## src/rtl/stencil_frame_ctrl.sv

```systemverilog
// Sequencing controller for one 3x3 stencil stage: paces FIFO pops, window shifts,
// result pushes and border zeroing, then flushes the window at the end of each frame.
module stencil_frame_ctrl #(
  parameter int IMG_WIDTH  = 64,
  parameter int IMG_HEIGHT = 32,
  parameter int CNT_WIDTH  = 16
) (
  input  logic                 clock,
  input  logic                 reset,
  input  logic                 in_empty,
  output logic                 in_rd_en,
  output logic                 shift_en,
  output logic                 flush_sel,
  input  logic                 out_full,
  output logic                 out_wr_en,
  output logic                 border_zero,
  output logic [CNT_WIDTH-1:0] out_row,
  output logic [CNT_WIDTH-1:0] out_col,
  output logic                 frame_done,
  output logic                 busy
);

  localparam logic [CNT_WIDTH-1:0] N_PIX    = CNT_WIDTH'(IMG_WIDTH * IMG_HEIGHT);
  localparam logic [CNT_WIDTH-1:0] P_LAT    = CNT_WIDTH'(IMG_WIDTH + 2);
  localparam logic [CNT_WIDTH-1:0] LAST_COL = CNT_WIDTH'(IMG_WIDTH - 1);
  localparam logic [CNT_WIDTH-1:0] LAST_ROW = CNT_WIDTH'(IMG_HEIGHT - 1);
  localparam logic [CNT_WIDTH-1:0] ONE      = CNT_WIDTH'(1);

  typedef enum logic [1:0] {FILL, RUN, FLUSH, DONE} state_t;

  state_t               state, next_state;
  logic [CNT_WIDTH-1:0] in_count, step_count, out_count;
  logic                 step, pop, push, flushing;

  function automatic logic is_border(input logic [CNT_WIDTH-1:0] row,
                                     input logic [CNT_WIDTH-1:0] col);
    return (row == '0) || (row == LAST_ROW) || (col == '0) || (col == LAST_COL);
  endfunction

  always_ff @(posedge clock) begin
    if (reset) state <= FILL;
    else       state <= next_state;
  end

  always_comb begin
    next_state = state;
    case (state)
      FILL:    if (step && step_count == P_LAT - ONE) next_state = RUN;
      RUN:     if (step && in_count == N_PIX - ONE)   next_state = FLUSH;
      FLUSH:   if (step && out_count == N_PIX - ONE)  next_state = DONE;
      default: next_state = FILL;
    endcase
  end

  // FILL ignores the output FIFO; FLUSH ignores the input FIFO.
  always_comb begin
    step     = 1'b0;
    pop      = 1'b0;
    push     = 1'b0;
    flushing = 1'b0;
    case (state)
      FILL: begin
        step = !in_empty;
        pop  = step;
      end
      RUN: begin
        step = !in_empty && !out_full;
        pop  = step;
        push = step;
      end
      FLUSH: begin
        step     = !out_full;
        push     = step;
        flushing = 1'b1;
      end
      default: ;
    endcase
  end

  assign in_rd_en    = pop && !reset;
  assign shift_en    = step && !reset;
  assign out_wr_en   = push && !reset;
  assign flush_sel   = flushing && !reset;
  assign border_zero = out_wr_en && is_border(out_row, out_col);
  assign busy        = (in_count != '0) || (state != FILL);

  always_ff @(posedge clock) begin
    if (reset || state == DONE) begin
      in_count   <= '0;
      step_count <= '0;
      out_count  <= '0;
      out_row    <= '0;
      out_col    <= '0;
    end else if (step) begin
      step_count <= step_count + ONE;
      if (pop) in_count <= in_count + ONE;
      if (push) begin
        out_count <= out_count + ONE;
        if (out_col == LAST_COL) begin
          out_col <= '0;
          out_row <= out_row + ONE;
        end else begin
          out_col <= out_col + ONE;
        end
      end
    end
  end

  always_ff @(posedge clock) begin
    if (reset) frame_done <= 1'b0;
    else       frame_done <= (next_state == DONE) && (state != DONE);
  end

endmodule
```

## config.mk

```make
export PLATFORM = sky130hd
export DESIGN_NAME = stencil_frame_ctrl
export DESIGN_NICKNAME = d
export VERILOG_FILES = /design/src/rtl/stencil_frame_ctrl.sv
export SDC_FILE = /design/constraint.sdc
export NUM_CORES = 1
export LEC_CHECK = 0
export BUFFER_PORTS_ARGS = -buffer_cell sky130_fd_sc_hd__buf_2
export CELL_PAD_IN_SITES_DETAIL_PLACEMENT = 1
export CELL_PAD_IN_SITES_GLOBAL_PLACEMENT = 2
export CORE_MARGIN = 2
export CORE_UTILIZATION = 32
export CTS_BUF_LIST = sky130_fd_sc_hd__clkbuf_16
export CTS_CLUSTER_DIAMETER = 100
export DETAILED_ROUTE_END_ITERATION = 10
export PLACE_DENSITY_LB_ADDON = 0.1
export SETUP_SLACK_MARGIN = 0.1
export SYNTH_ARGS = -nofsm -noshare
export SYNTH_HDL_FRONTEND = slang
export SYNTH_SLANG_ARGS = --single-unit
```

## constraint.sdc

```tcl
create_clock -name clock -period 1.9 [get_ports clock]
set_clock_uncertainty 0.1 [all_clocks]
set_input_delay 0.095 -clock clock [delete_from_list [all_inputs] [get_ports clock]]
set_output_delay 0.095 -clock clock [all_outputs]
set_load 0.01 [all_outputs]
```

# After elaboration in Yosys (flattened, before gate mapping)
# Index checks and enable logic that the tools add are counted.
dict set report word_totals {
  out_inout_bits 39
  ff_bits 83
}
dict set report op_classes {
  n_addsub 5
  n_mux 9
  reduce_logical 26
  n_eq_ne 10
}
# cell count
set op_table {}
lappend op_table {{16-bit by 1-bit adder with 16-bit output (second input constant)} 5}
lappend op_table {{16-bit by 11-bit equality test with 1-bit output (second input constant)} 2}
lappend op_table {{16-bit zero test} 2}
lappend op_table {{16-bit by 5-bit equality test with 1-bit output (second input constant)} 1}
lappend op_table {{16-bit by 6-bit equality test with 1-bit output (second input constant)} 1}
lappend op_table {{16-bit by 7-bit equality test with 1-bit output (second input constant)} 1}
lappend op_table {{16-bit 2-to-1 mux} 1}
lappend op_table {{16-bit nonzero test} 1}
lappend op_table {{1-bit logical AND} 10}
lappend op_table {{2-bit equality test (second input constant)} 3}
lappend op_table {{2-bit 2-to-1 mux} 3}
lappend op_table {{2-bit one-hot mux with 3 select lines} 1}
lappend op_table {{1-bit logical OR} 5}
lappend op_table {{1-bit one-hot mux with 2 select lines} 2}
lappend op_table {{2-bit AND reduction} 2}
lappend op_table {{1-bit zero test} 3}
lappend op_table {{1-bit one-hot mux with 3 select lines} 1}
lappend op_table {{3-bit AND reduction} 1}
lappend op_table {{2-bit by 1-bit equality test with 1-bit output (second input constant)} 1}
lappend op_table {{2-bit zero test} 1}
lappend op_table {{2-bit != test (second input constant)} 1}
lappend op_table {{2-bit nonzero test} 1}
lappend op_table {{1-bit 2-to-1 mux} 1}

# Logic depth before layout (Yosys ltp)
dict set report depth {
  word_depth 8
  mapped_depth 8
}

# Least setup slack after synthesis
# No wires, ideal clock.
dict set report synth_timing {
  path_kind {reg-to-reg}
  start {register state[1]}
  end {register out_row[13]}
  path_stages_with_launch 8
  arrival_ns 1.845
  setup_slack_ns -0.115
  period_less_slack_ns 2.015
  path_buffers 0
  setup_ns 0.071
  path_cell_list {dfxtp_1 -> inv_1 -> ha_1 -> nor2b_1 -> o2111a_1 -> nand4_1 -> or3_1 -> a21oi_1}
}
dict set report synth_via {
  elab_chain_cells 3
}
# item line
set synth_lines {}
lappend synth_lines {{start, declared} 31} ;# state_t state, next_state;
lappend synth_lines {{start signal, assigned} 42} ;# else state <= next_state;
lappend synth_lines {{2-bit equality test, or another cell as far along} 61} ;# case (state)
lappend synth_lines {{1-bit one-hot mux with 3 select lines / 1-bit one-hot mux with 2 select lines (equally long branches)} 61}
lappend synth_lines {{3-bit AND reduction (no line)} --}
lappend synth_lines {{end signal, assigned} 101} ;# out_row <= out_row + ONE;
lappend synth_lines {{end, declared} 17} ;# output logic [CNT_WIDTH-1:0] out_row,
# Several ways; a longest one is shown, not always the timed one.
# A chain may end at the register's enable or synchronous reset.

# Worst setup path after layout
dict set report layout_timing {
  start {register state[0]}
  end {register out_row[13]}
}
# The elaborated chain is that of the path after synthesis.

==> out/results.ini <==
[sta]
drv_slew = 0
setup_violations = 37
slew_headroom_pct = 66.8
worst_pin_slew_ns = 0.497
setup_ws_ns = -0.170
fin_crit_ns = 2.07
period_share_pct = 109
rsz0062_at_grt = yes
fmax_mhz = 483
hold_violations = 0

[floorplan]
initial_core_util_pct = 33.1
io_pins = 43
row_count = 41
core_area_sq_um = 12700
die_y_um = 119
die_area_sq_um = 14100
chipWidth_um = 119

[power_and_ir_drop]
leakagePower_nw = 2.56
ir_drop_uv = 424
p_per_area_nw_per_um2 = 623

[placement]
dp_hpwl_um = 8930
place.gp.congestion = 0.777
io_buffers = 42
postPlaceCellArea_sq_um = 5140
dp_cells = 752

[layout]
final_cell_mix = nor2_1, dfxtp_1, buf_4
postLayoutCellArea_sq_um = 6370
multi_input_area_sq_um = 3020
n_antenna_cell = 0
fin_cells = 795
seqCellArea_sq_um = 1680
drive_above_1_share_pct = 39.0
nets = 636
area_growth_pct = 51.3
fill_cells = 1470
final_common_cell = nor2_1

[logic_synthesis]
synth_area_sq_um = 4210
syn_inst = 488
synth_seq_cells = 83
yosysSeqAreaShare_pct = 39.5
synthDistinctLibCells = 45
yosys.area.top_type_share_pct = 39.5
yosysWarnings = 0
syn_avg_cell_area_sq_um = 8.63
synth.largest_area_cell = dfxtp_1
yosys-top-cells-area = dfxtp_1, xor2_1, nor2_1
syn_nets = 506

[cts]
cts-root-buf = clkbuf_16
cts.sinks = 83
cts_buffers = 9
cts_tree = done
clock_path_buffers = 2
htreeDepth = 3
clk_latency_ns = 0.34
clk_pin_slew_ns = 0.06

[run_status]
status = finished with violations
violations = negative setup slack

[global_route]
grt_max_degree = 23
grtUsageTotal_pct = 19.2
overflow = 0
grt_pass1_vias = 4282
grt_pass1_wl_um = 21700
antenna_found_initial = 0

[drt]
wl_um = 13300
dr.first_iter.drc_count = 160
drt-vias-per-instance = 4.97
firstDrtPassIters = 4
wire_per_inst_um = 16.8
via_count = 3955
drc_errors = 0
drtAntennaViolNets = 0

[setup_path]
start_kind = flip-flop
critPathKind = reg -> reg
startpoint = state[0]
reg2regPathDepth = 7
r2r-end = out_row[13]
crit_arrival_ns = 2.23
cp_max_fo = 6
regToRegStartpoint = state[0]
endpoint_kind = flip-flop
cp_data_required_time_ns = 2.06
reg2reg_slack_ns = -0.17
cp-endpoint = out_row[13]

[worst_hold_path]
hold_depth = 5
hp-start = in_empty
hp-class = in -> reg

[run]
drv_cap = 0

-- cell type report --
cell class	count	area share, %
flip-flops and latches	83	26.3
inverters	18	1.18
multi-input cells	369	47.4
clock inverters	7	1.32
repair buffers	137	16.9
clock buffers	9	3.54
well taps	172	3.38
-- stage by stage --
| step | utilization (%) | TNS (ns) | total power, mW | setup slack, ns | hold WS [ns] |
|---|---|---|---|---|---|
| CTS | 47.6 | -2.69 | 3.99 | -0.155 | 0.234 |
| floorplan | - | -0.0165 | 1.95 | -0.00964 | 0.136 |
| global placement | 40.4 | -1.53 | 2.04 | -0.146 | 0.346 |
| global route | 50.0 | -7.52 | 4.12 | -0.230 | 0.301 |
| finish | 50.0 | -2.01 | 3.97 | -0.170 | 0.279 |
| detailed placement | 40.4 | -3.29 | 2.05 | -0.213 | 0.344 |
-- routing by layer --
layer | track usage [%] | wire (um) | up-vias
met4 | 3.57 | 102 | 0
met1 | 23.6 | 6150 | 1946
met5 | 0 | 0 | -
met2 | 34.2 | 6760 | 45
met3 | 4.34 | 314 | 8
li1 | - | - | 1956
-- where the power goes --
group / internal (mW) / switching [mW] / leakage, nW
clock network: 1.14 / 0.733 / 0.152
logic: 0.144 / 0.177 / 1.74
registers: 1.75 / 0.0210 / 0.673
-- state kept, by name, indices dropped and copies added (netlist names) --
name / cells
step_count: 16
frame_done: 1
out_count: 16
state: 2
out_col: 16
in_count: 16
out_row: 16
-- synthesized netlist by cell type (all sizes together) --
cell type / number
nor3: 10
a221oi: 1
or4b: 1
a41oi: 1
and3: 12
or4: 1
a22oi: 1
buf: 8
nand4: 28
o2111a: 1
a31oi: 1
a2111oi: 2
or2: 1
dfxtp: 83
nor3b: 1
or3b: 1
nor2b: 4
and4: 15
a21oi: 8
inv: 18
or3: 6
ha: 14
and2: 7
clkbuf: 10
a311oi: 1
o221ai: 1
mux2i: 3
nand2b: 5
o21ai: 6
xnor2: 28
nand3: 28
a311o: 1
a211oi: 5
xor2: 41
nor4b: 4
nor4: 15
o2111ai: 2
nand2: 25
nor2: 87
o22ai: 1
-- critical path, cell delays in order, from the launching register on --
cell and delay (ns):
dfxtp_4 0.39, inv_4 0.06, ha_4 0.26, nor2b_4 0.17, o2111a_2 0.22, nand4_1 0.23
or3_1 0.39, a21oi_1 0.17
-- logic make-up (layout without fill, tap and decap cells) --
kind of cell	Yosys count	count (layout)	share of synthesized area, %
buffers and inverters	36	171	3.39
xor gates and xnor gates	69	69	14.4
muxes	3	3	0.713
and+or+nand+nor	251	251	31.2
DFF	83	83	39.5
AOI/OAI and AO/OA	32	32	6.75
adders and majority gates	14	14	4.16
-- worst min path at each step --
stage | endpoint
floorplan | in_rd_en
global placement | state[1]
detailed placement | state[1]
CTS | in_count[15]
global route | in_count[15]
finish | in_count[15]
-- timing repair --
item,in CTS,in global routing
setup endpoints to repair,80,89
buffers inserted,18,7
hold buffers,1,0
endpoints found under the hold margin,1,0
resized for setup,92,52
cloned,2,0
pin swaps,46,35
(Power assumes the default switching activity.)
